`config.mk`:
```
export PLATFORM = sky130hd
export DESIGN_NAME = uart_rx
export DESIGN_NICKNAME = d
export VERILOG_FILES = /design/src/rtl/uart_pkg.sv /design/src/rtl/uart_rx_sync.sv /design/src/rtl/uart_rx.sv
export SDC_FILE = /design/constraint.sdc
export NUM_CORES = 1
export LEC_CHECK = 0
export CORE_UTILIZATION = 60
export CTS_BUF_LIST = sky130_fd_sc_hd__clkbuf_16
export CTS_CLUSTER_DIAMETER = 30
export CTS_CLUSTER_SIZE = 12
export DETAILED_ROUTE_END_ITERATION = 12
export PLACE_DENSITY = 0.89
export SKIP_LAST_GASP = 1
export SLEW_MARGIN = 20
export SYNTH_ARGS = -nofsm -noshare
export SYNTH_HDL_FRONTEND = slang
export SYNTH_SLANG_ARGS = --single-unit
```
`constraint.sdc`:
```
create_clock -name clk -period 4.8 [get_ports clk]
set_input_delay 0.48 -clock clk [delete_from_list [all_inputs] [get_ports clk]]
set_output_delay 0.48 -clock clk [all_outputs]
set_load 0.03 [all_outputs]
```
`src/rtl/uart_pkg.sv`:
```
// uart_pkg: constants and FSM state encodings shared by the UART RX and TX paths
package uart_pkg;
    localparam int DATA_BITS = 8;
    localparam int CLKS_PER_BIT_DEF = 434;
    typedef logic [1:0] state_t;
    localparam state_t IDLE  = 2'd0;
    localparam state_t START = 2'd1;
    localparam state_t DATA  = 2'd2;
    localparam state_t STOP  = 2'd3;
endpackage

```
`src/rtl/uart_rx_sync.sv`:
```
// uart_rx_sync: 2-flop synchronizer and falling-edge detector for the RX line
module uart_rx_sync (
    input  logic clk,
    input  logic rst,
    input  logic rx_in,
    output logic rx_s,
    output logic fall
);
    logic s1, s2, prev, armed;
    logic [1:0] live;
    // armed waits until a real post-reset high has reached s2, so a line held low
    // through reset release cannot fake a falling edge against the reset-high flops
    always_ff @(posedge clk) begin
        if (!rst) begin
            s1    <= 1'b1;
            s2    <= 1'b1;
            prev  <= 1'b1;
            live  <= 2'b00;
            armed <= 1'b0;
        end else begin
            s1    <= rx_in;
            s2    <= s1;
            prev  <= s2;
            live  <= {live[0], 1'b1};
            armed <= armed | (live[1] & s2);
        end
    end
    assign rx_s = s2;
    assign fall = armed & prev & ~s2;
endmodule

```
`src/rtl/uart_rx.sv`:
```
// uart_rx: oversampling 8N1 UART receiver with mid-bit sampling and one-cycle strobes
module uart_rx
    import uart_pkg::*;
#(
    parameter int CLKS_PER_BIT = CLKS_PER_BIT_DEF
) (
    input  logic       clk,
    input  logic       rst,
    input  logic       rx_in,
    output logic [7:0] dout,
    output logic       rx_valid,
    output logic       frame_err,
    output logic       rx_busy
);
    localparam int CW = $clog2(CLKS_PER_BIT);
    localparam logic [CW-1:0] HALF_M1 = CW'(CLKS_PER_BIT / 2 - 1);
    localparam logic [CW-1:0] LAST = CW'(CLKS_PER_BIT - 1);
    localparam logic [2:0] LAST_BIT = 3'(DATA_BITS - 1);

    logic rx_s, fall;
    state_t state;
    logic [CW-1:0] cnt;
    logic [2:0] idx;
    logic [DATA_BITS-1:0] shreg;

    uart_rx_sync u_sync (
        .clk  (clk),
        .rst  (rst),
        .rx_in(rx_in),
        .rx_s (rx_s),
        .fall (fall)
    );

    always_ff @(posedge clk) begin
        if (!rst) begin
            state     <= IDLE;
            cnt       <= '0;
            idx       <= '0;
            shreg     <= '0;
            dout      <= '0;
            rx_valid  <= 1'b0;
            frame_err <= 1'b0;
        end else begin
            rx_valid  <= 1'b0;
            frame_err <= 1'b0;
            case (state)
                IDLE: begin
                    if (fall) begin
                        state <= START;
                        cnt   <= '0;
                    end
                end
                START: begin
                    if (cnt == HALF_M1) begin
                        cnt   <= '0;
                        idx   <= '0;
                        state <= rx_s ? IDLE : DATA;
                    end else begin
                        cnt <= cnt + 1'b1;
                    end
                end
                DATA: begin
                    if (cnt == LAST) begin
                        cnt        <= '0;
                        shreg[idx] <= rx_s;
                        idx        <= idx + 1'b1;
                        state      <= (idx == LAST_BIT) ? STOP : DATA;
                    end else begin
                        cnt <= cnt + 1'b1;
                    end
                end
                default: begin
                    if (cnt == LAST) begin
                        cnt       <= '0;
                        state     <= IDLE;
                        rx_valid  <= rx_s;
                        frame_err <= ~rx_s;
                        if (rx_s) dout <= shreg;
                    end else begin
                        cnt <= cnt + 1'b1;
                    end
                end
            endcase
        end
    end

    assign rx_busy = (state != IDLE);
endmodule
```
**Word level (Yosys, flattened, before mapping)**

Index checks and enable logic that the tools add are counted.

- Register bits: 38
- Output and inout port bits: 11
- Word-level logic and storage cells: 62

- $add $sub $neg: 2
- $lt $le $gt $ge: 2
- Equal/unequal tests: 8
- Multiplexer cells: 18
- Bitwise gates (word level): 8
- Reduce and logical (&&, ||, !) cells: 11

Operators with widths:

| operator | number |
|---|---|
| 9-bit 2-to-1 mux | 3 |
| 9-bit one-hot mux with 2 select lines | 1 |
| 2-bit 2-to-1 mux | 5 |
| 9-bit by 1-bit adder with 9-bit output (second input constant) | 1 |
| 9-bit by 8-bit equality test with 1-bit output (second input constant) | 1 |
| 9-bit equality test (second input constant) | 1 |
| 8-bit bitwise mux | 1 |
| 3-bit 2-to-1 mux | 2 |
| 2-bit inequality test (second input constant) | 3 |
| 2-bit one-hot mux with 3 select lines | 1 |
| 3-bit one-hot mux with 2 select lines | 1 |
| 3-bit AND reduction | 2 |
| 5-bit OR reduction | 1 |
| 3-bit by 4-bit < comparator with 1-bit output (second input constant) | 1 |
| 1-bit inverter | 4 |
| 4-bit AND reduction | 1 |
| 2-bit nonzero test | 2 |
| 3-bit by 1-bit adder with 3-bit output (second input constant) | 1 |
| 1-bit bitwise AND | 3 |
| 1-bit demux with 3-bit select | 1 |
| 3-bit equality test (second input constant) | 1 |
| 3-bit by 1-bit >= comparator with 1-bit output (second input constant) | 1 |
| 1-bit 2-to-1 mux | 3 |
| 3-bit nonzero test | 1 |
| other kinds (7) | 7 |

**Logic depth before layout (Yosys ltp)**

- Depth in word-level cells: 5
- Mapped depth: 8
- Gate-level depth less buffers: 7

**Modules after synthesis**

From an unflattened synthesis, not the netlist that was laid out.

- Cell total of the unflattened synthesis: 185
- Area total of the unflattened synthesis: 1776.7 um2

Modules (own cells, without submodules):

| module | times used | cells an instance | area each (um2) |
|---|---|---|---|
| uart_rx | 1 | 171 | 1611.5 |
| uart_rx_sync | 1 | 14 | 165.2 |

**Least setup slack after synthesis**

No wires, ideal clock.

- Kind: register -> register
- Start point: register cnt[0]
- End point: register shreg[5]
- Setup time: 0.128 ns
- Arrival: 1.974 ns
- Required time: 4.672 ns
- Path slack: 2.698 ns
- Stages on the path, launching flop included: 8
- Path buffers: 1
- Period minus slack after synthesis: 2.102 ns
- Path through: dfxtp_1 -> ha_1 -> nand4_2 -> or4_1 -> buf_2 -> or4_4 -> mux2i_1 -> nor2_1

- Longest elaborated chain between the ends: 2

Ends and longest elaborated chain:

| what | line | RTL |
|---|---|---|
| start, declared | uart_rx.sv:22 | `logic [CW-1:0] cnt;` |
| start signal, assigned | uart_rx.sv:59 | `cnt <= cnt + 1'b1;` |
| start signal, assigned | uart_rx.sv:69 | `cnt <= cnt + 1'b1;` |
| start signal, assigned | uart_rx.sv:80 | `cnt <= cnt + 1'b1;` |
| 9-bit equality test | uart_rx.sv:63 | `if (cnt == LAST) begin` |
| 2-bit AND reduction (no line) | n/a |  |
| end signal, assigned by index | uart_rx.sv:65 | `shreg[idx] <= rx_s;` |
| end, declared | uart_rx.sv:24 | `logic [DATA_BITS-1:0] shreg;` |

Every way passes these cells.
A chain may end at the register's enable or synchronous reset.

**Worst setup path in the final report**

- Start point: register cnt[0]
- End point: register shreg[3]

The elaborated chain is that of the path after synthesis.

==> key figures <==
Final layout
  • Fillers: 179
  • Diodes inserted: 0
  • Layout cells sized above 1: under 10%
  • FF+latch area: ~760 sq um
  • Area growth syn-to-layout: 15.6%
  • Area of the multi-input gates: 931 sq um
  • Nets: 215
  • Final instance area: about 0.0020 sq mm

Synth
  • Top cells by area, synth: dfxtp_1 43%, mux2i_1 9.1%, ha_1 6.4%
  • Synthesis Warnings: 0
  • Async set-reset flop share out of synthesis: 0%
  • Share of the synthesized area in the top cell type: 43.2%
  • Yosys reg bits: 38
  • Sequential area share after synthesis: 43.2%
  • Number of synthesized flops with an enable pin: 0
  • Post-synth cell types: between 40 and 50
  • Post-synthesis cell type with the largest combined area: dfxtp_1
  • Top_reg_cell synth: dfxtp_1
  • Syn_area_per_cell: between 9 and 10 sq um
  • Post-Syn Area: roughly 0.0018 sq mm
  • Synth Net Count: 205
  • Gate Count Post-Synth: between 150 and 200

Drt
  • Final wirelength: between 4000 and 5000 microns
  • 1st-pass router iterations: 4
  • Detailed-route wire length per cell: 17.3 microns
  • Remaining antenna violation count: 0
  • Vias per cell: between 6 and 7
  • Vias: approximately 1500
  • DRT iter0 DRCs: 54
  • DRC violations left: 0

Power
  • Reg power frac: between 40% and 50%
  • Worst IR drop on VDD: 0.000325 V
  • Combinational share of power: 12.2%
  • NetSw: approximately 0.00020 W
  • Switching Fraction: between 20 and 30%
  • Total power: ~0.00074 W
  • Pint: 0.000540 W
  • Clock Power Share: between 40% and 50%
  • P_leak: 0.718 nW
  • Pwr Density: around 360 mW/mm^2

Setup path
  • Worst R2R End: shreg[3]
  • Critical path capture point type: flip-flop
  • Max incr delay on CP: between 0.6 and 0.7 ns
  • Crit-path leading delay family: simple AND/OR/NAND/NOR gates
  • Critical path required time: between 4 and 5 ns
  • Crit path max fanout: 6
  • Critical path startpoint category: flip-flop
  • Critical path, cell by cell: ha_1 -> nand4_2 -> or4_1 -> nor3_1 -> mux2i_1 -> nor2_1
  • Worst flop-to-flop path startpoint: cnt[0]
  • Crit Path Class: flip-flop to flip-flop
  • CP bufs+invs: 0
  • Reg-to-reg slack, setup: 2.39 ns
  • R2R depth: 6
  • CP max-delay cell: or4_1
  • WP data arrival: between 2 and 3 ns

Hold path
  • HP Class: flip-flop to flip-flop
  • Worst Min Path Start: u_sync.s1
  • Hold Path Cell Cnt: 1
  • Worst Hold Path EP: u_sync.rx_s

Clocking
  • Total CTS buffers: 5
  • TritonCTS clock tree: yes
  • Clk root buf: clkbuf_16
  • Reg clk slew, reported paths: roughly 0.060 ns
  • Clk sink count: 38
  • Htree depth: 2
  • Setup bufs post-CTS: 0
  • Hold buffers post-CTS: 0
  • Max clock buf depth: 2
  • Clk Latency, worst-skew pair: slightly below 0.3 ns
  • Post-CTS sizing: 0

Job
  • Max-cap viol count: 0

Timing
  • Final min period: 2.41 ns
  • Unrepaired setup endpoints after global routing: no
  • Relative slew slack: about 46%
  • Final Cycle Share: between 50% and 60%
  • Slew Limit Fails: 0
  • Clk_skew: ~0.0048 ns
  • Final count of hold timing violations: 0
  • F_max: between 400 and 500 MHz
  • Fin Setup TNS: 0 ns
  • Least-Margin Pin Slew: about 0.81 ns
  • Final setup fails: 0

Global route
  • GRT Total Usage: between 20 and 30%
  • Vias in the first global route: 1438
  • Global route total overflow: 0
  • Antenna violations before repair: 0
  • Largest net degree at the start of global routing: 29
  • Global-route wire length before repair: approximately 6600 microns

Floorplan
  • Die ar.: approximately 0.0032 sq mm
  • Core region area: 0.00276 sq mm
  • Starting Density: between 60% and 70%
  • Die width: between 50 and 60 microns
  • Die Ht: 56.2 microns
  • # rows: 19
  • Top Ports: 14

Status
  • Status: complete, no violations

Placed design
  • Placed cell areas: between 0.0015 and 0.002 sq mm
  • IO buf count: 13
  • RePlAce Congestion: 0.846
  • DP HPWL: ~2600 microns
-- kinds of logic (layout without fill, tap and decap cells) --
group	count (synthesis)	in the layout	synth area share [%]
adders and majority gates	9	9	6.40
muxes	16	16	9.10
and+or+nand+nor	86	86	27.0
AOI/OAI and AO/OA	25	25	9.60
buffers and inverters	18	29	4.19
DFF	38	38	43.2
xor gates and xnor gates	1	1	0.498
-- synth_stat cells, types with 2 or more instances --
cell and n:
a31oi_1 4, dfxtp_1 38, nand4b_1 3, mux2i_1 16, nor2b_1 2, nand2b_1 4, o21a_1 2, clkbuf_1 6
nand3_1 12, nand2_1 19, inv_1 7, nand4_1 4, o22ai_1 3, or4_1 4, a21oi_1 6, nand3b_1 2
ha_1 9, and3_1 5, o21ai_0 2, buf_2 2, nor3_1 3, nor4_1 4, nor2_1 18
-- metal layers --
layer / routed length [microns] / track usage, % / share of wire (%) / vias up
li1: - / - / - / 715
met1: 1620 / 30.2 / 40 / 705
met2: 2160 / 49.0 / 53 / 45
met3: 191 / 7.67 / 4.7 / 14
met4: 108 / 15.0 / 2.7 / 0
met5: 0 / 0 / 0 / -
-- how the worst max path moves through the flow --
stage,to,depth (start not counted),from
2_1_floorplan,shreg[5],7,cnt[0]
3_3_place_gp,state[0],6,cnt[0]
3_5_place_dp,state[0],7,cnt[1]
4_1_cts,state[0],7,cnt[1]
5_1_grt,state[0],7,cnt[0]
6_report,shreg[3],6,cnt[0]
-- flip-flops by register name (all words and copies together) (netlist names) --
name,cells
state,2
cnt,9
u_sync.prev,1
u_sync.s1,1
rx_valid,1
frame_err,1
idx,3
u_sync.rx_s,1
u_sync.live,2
dout,8
shreg,8
u_sync.armed,1
-- worst register-to-register path: cells and delay by family, from the launching register on --
family	cells	cell delay [ns]
DFF	1	0.44
and+or+nand+nor	4	1.29
adders and majority gates	1	0.20
muxes	1	0.36
-- layout make-up --
cell class | instances | share of cell area [%]
Timing Repair Buffer | 13 | 6.39
Clock inverter | 3 | 0.983
Clock buffer | 5 | 6.15
Sequential cell | 38 | 37.4
Tap cell | 31 | 1.91
Multi-Input combinational cell | 137 | 45.7
Inverter | 8 | 1.48
-- placed cells by master (no fill, tap or decap), drive strengths merged, types with 5 or more instances in the layout --
cell           count
nand3             12
dfxtp             38
clkbuf             5
a21oi              6
nor2              18
inv                9
nand2             19
ha                 9
nand4              5
nor4               5
mux2i             16
clkdlybuf4s50     13
or4                6
and3               5
-- through the flow --
step,std cells,utilization [%],setup WS (ns),hold slack (ns)
CTS,235,73.6,2.32,0.448
finish,235,73.8,2.39,0.441
global route,235,73.8,2.29,0.457
detailed placement,227,68.4,2.42,0.433
global placement,227,68.4,2.59,0.394
floorplan,193,-,2.70,0.386
-- power by group through the flow --
stage               Sequential (W)  Combinational [W]  Clock (W)
floorplan                 0.000330          0.0000656          0
global placement          0.000332          0.0000818          0
detailed placement        0.000332          0.0000861          0
CTS                       0.000326          0.0000875   0.000329
global route              0.000326           0.000100   0.000339
finish                    0.000326          0.0000908   0.000327
(Power assumes the default switching activity.)
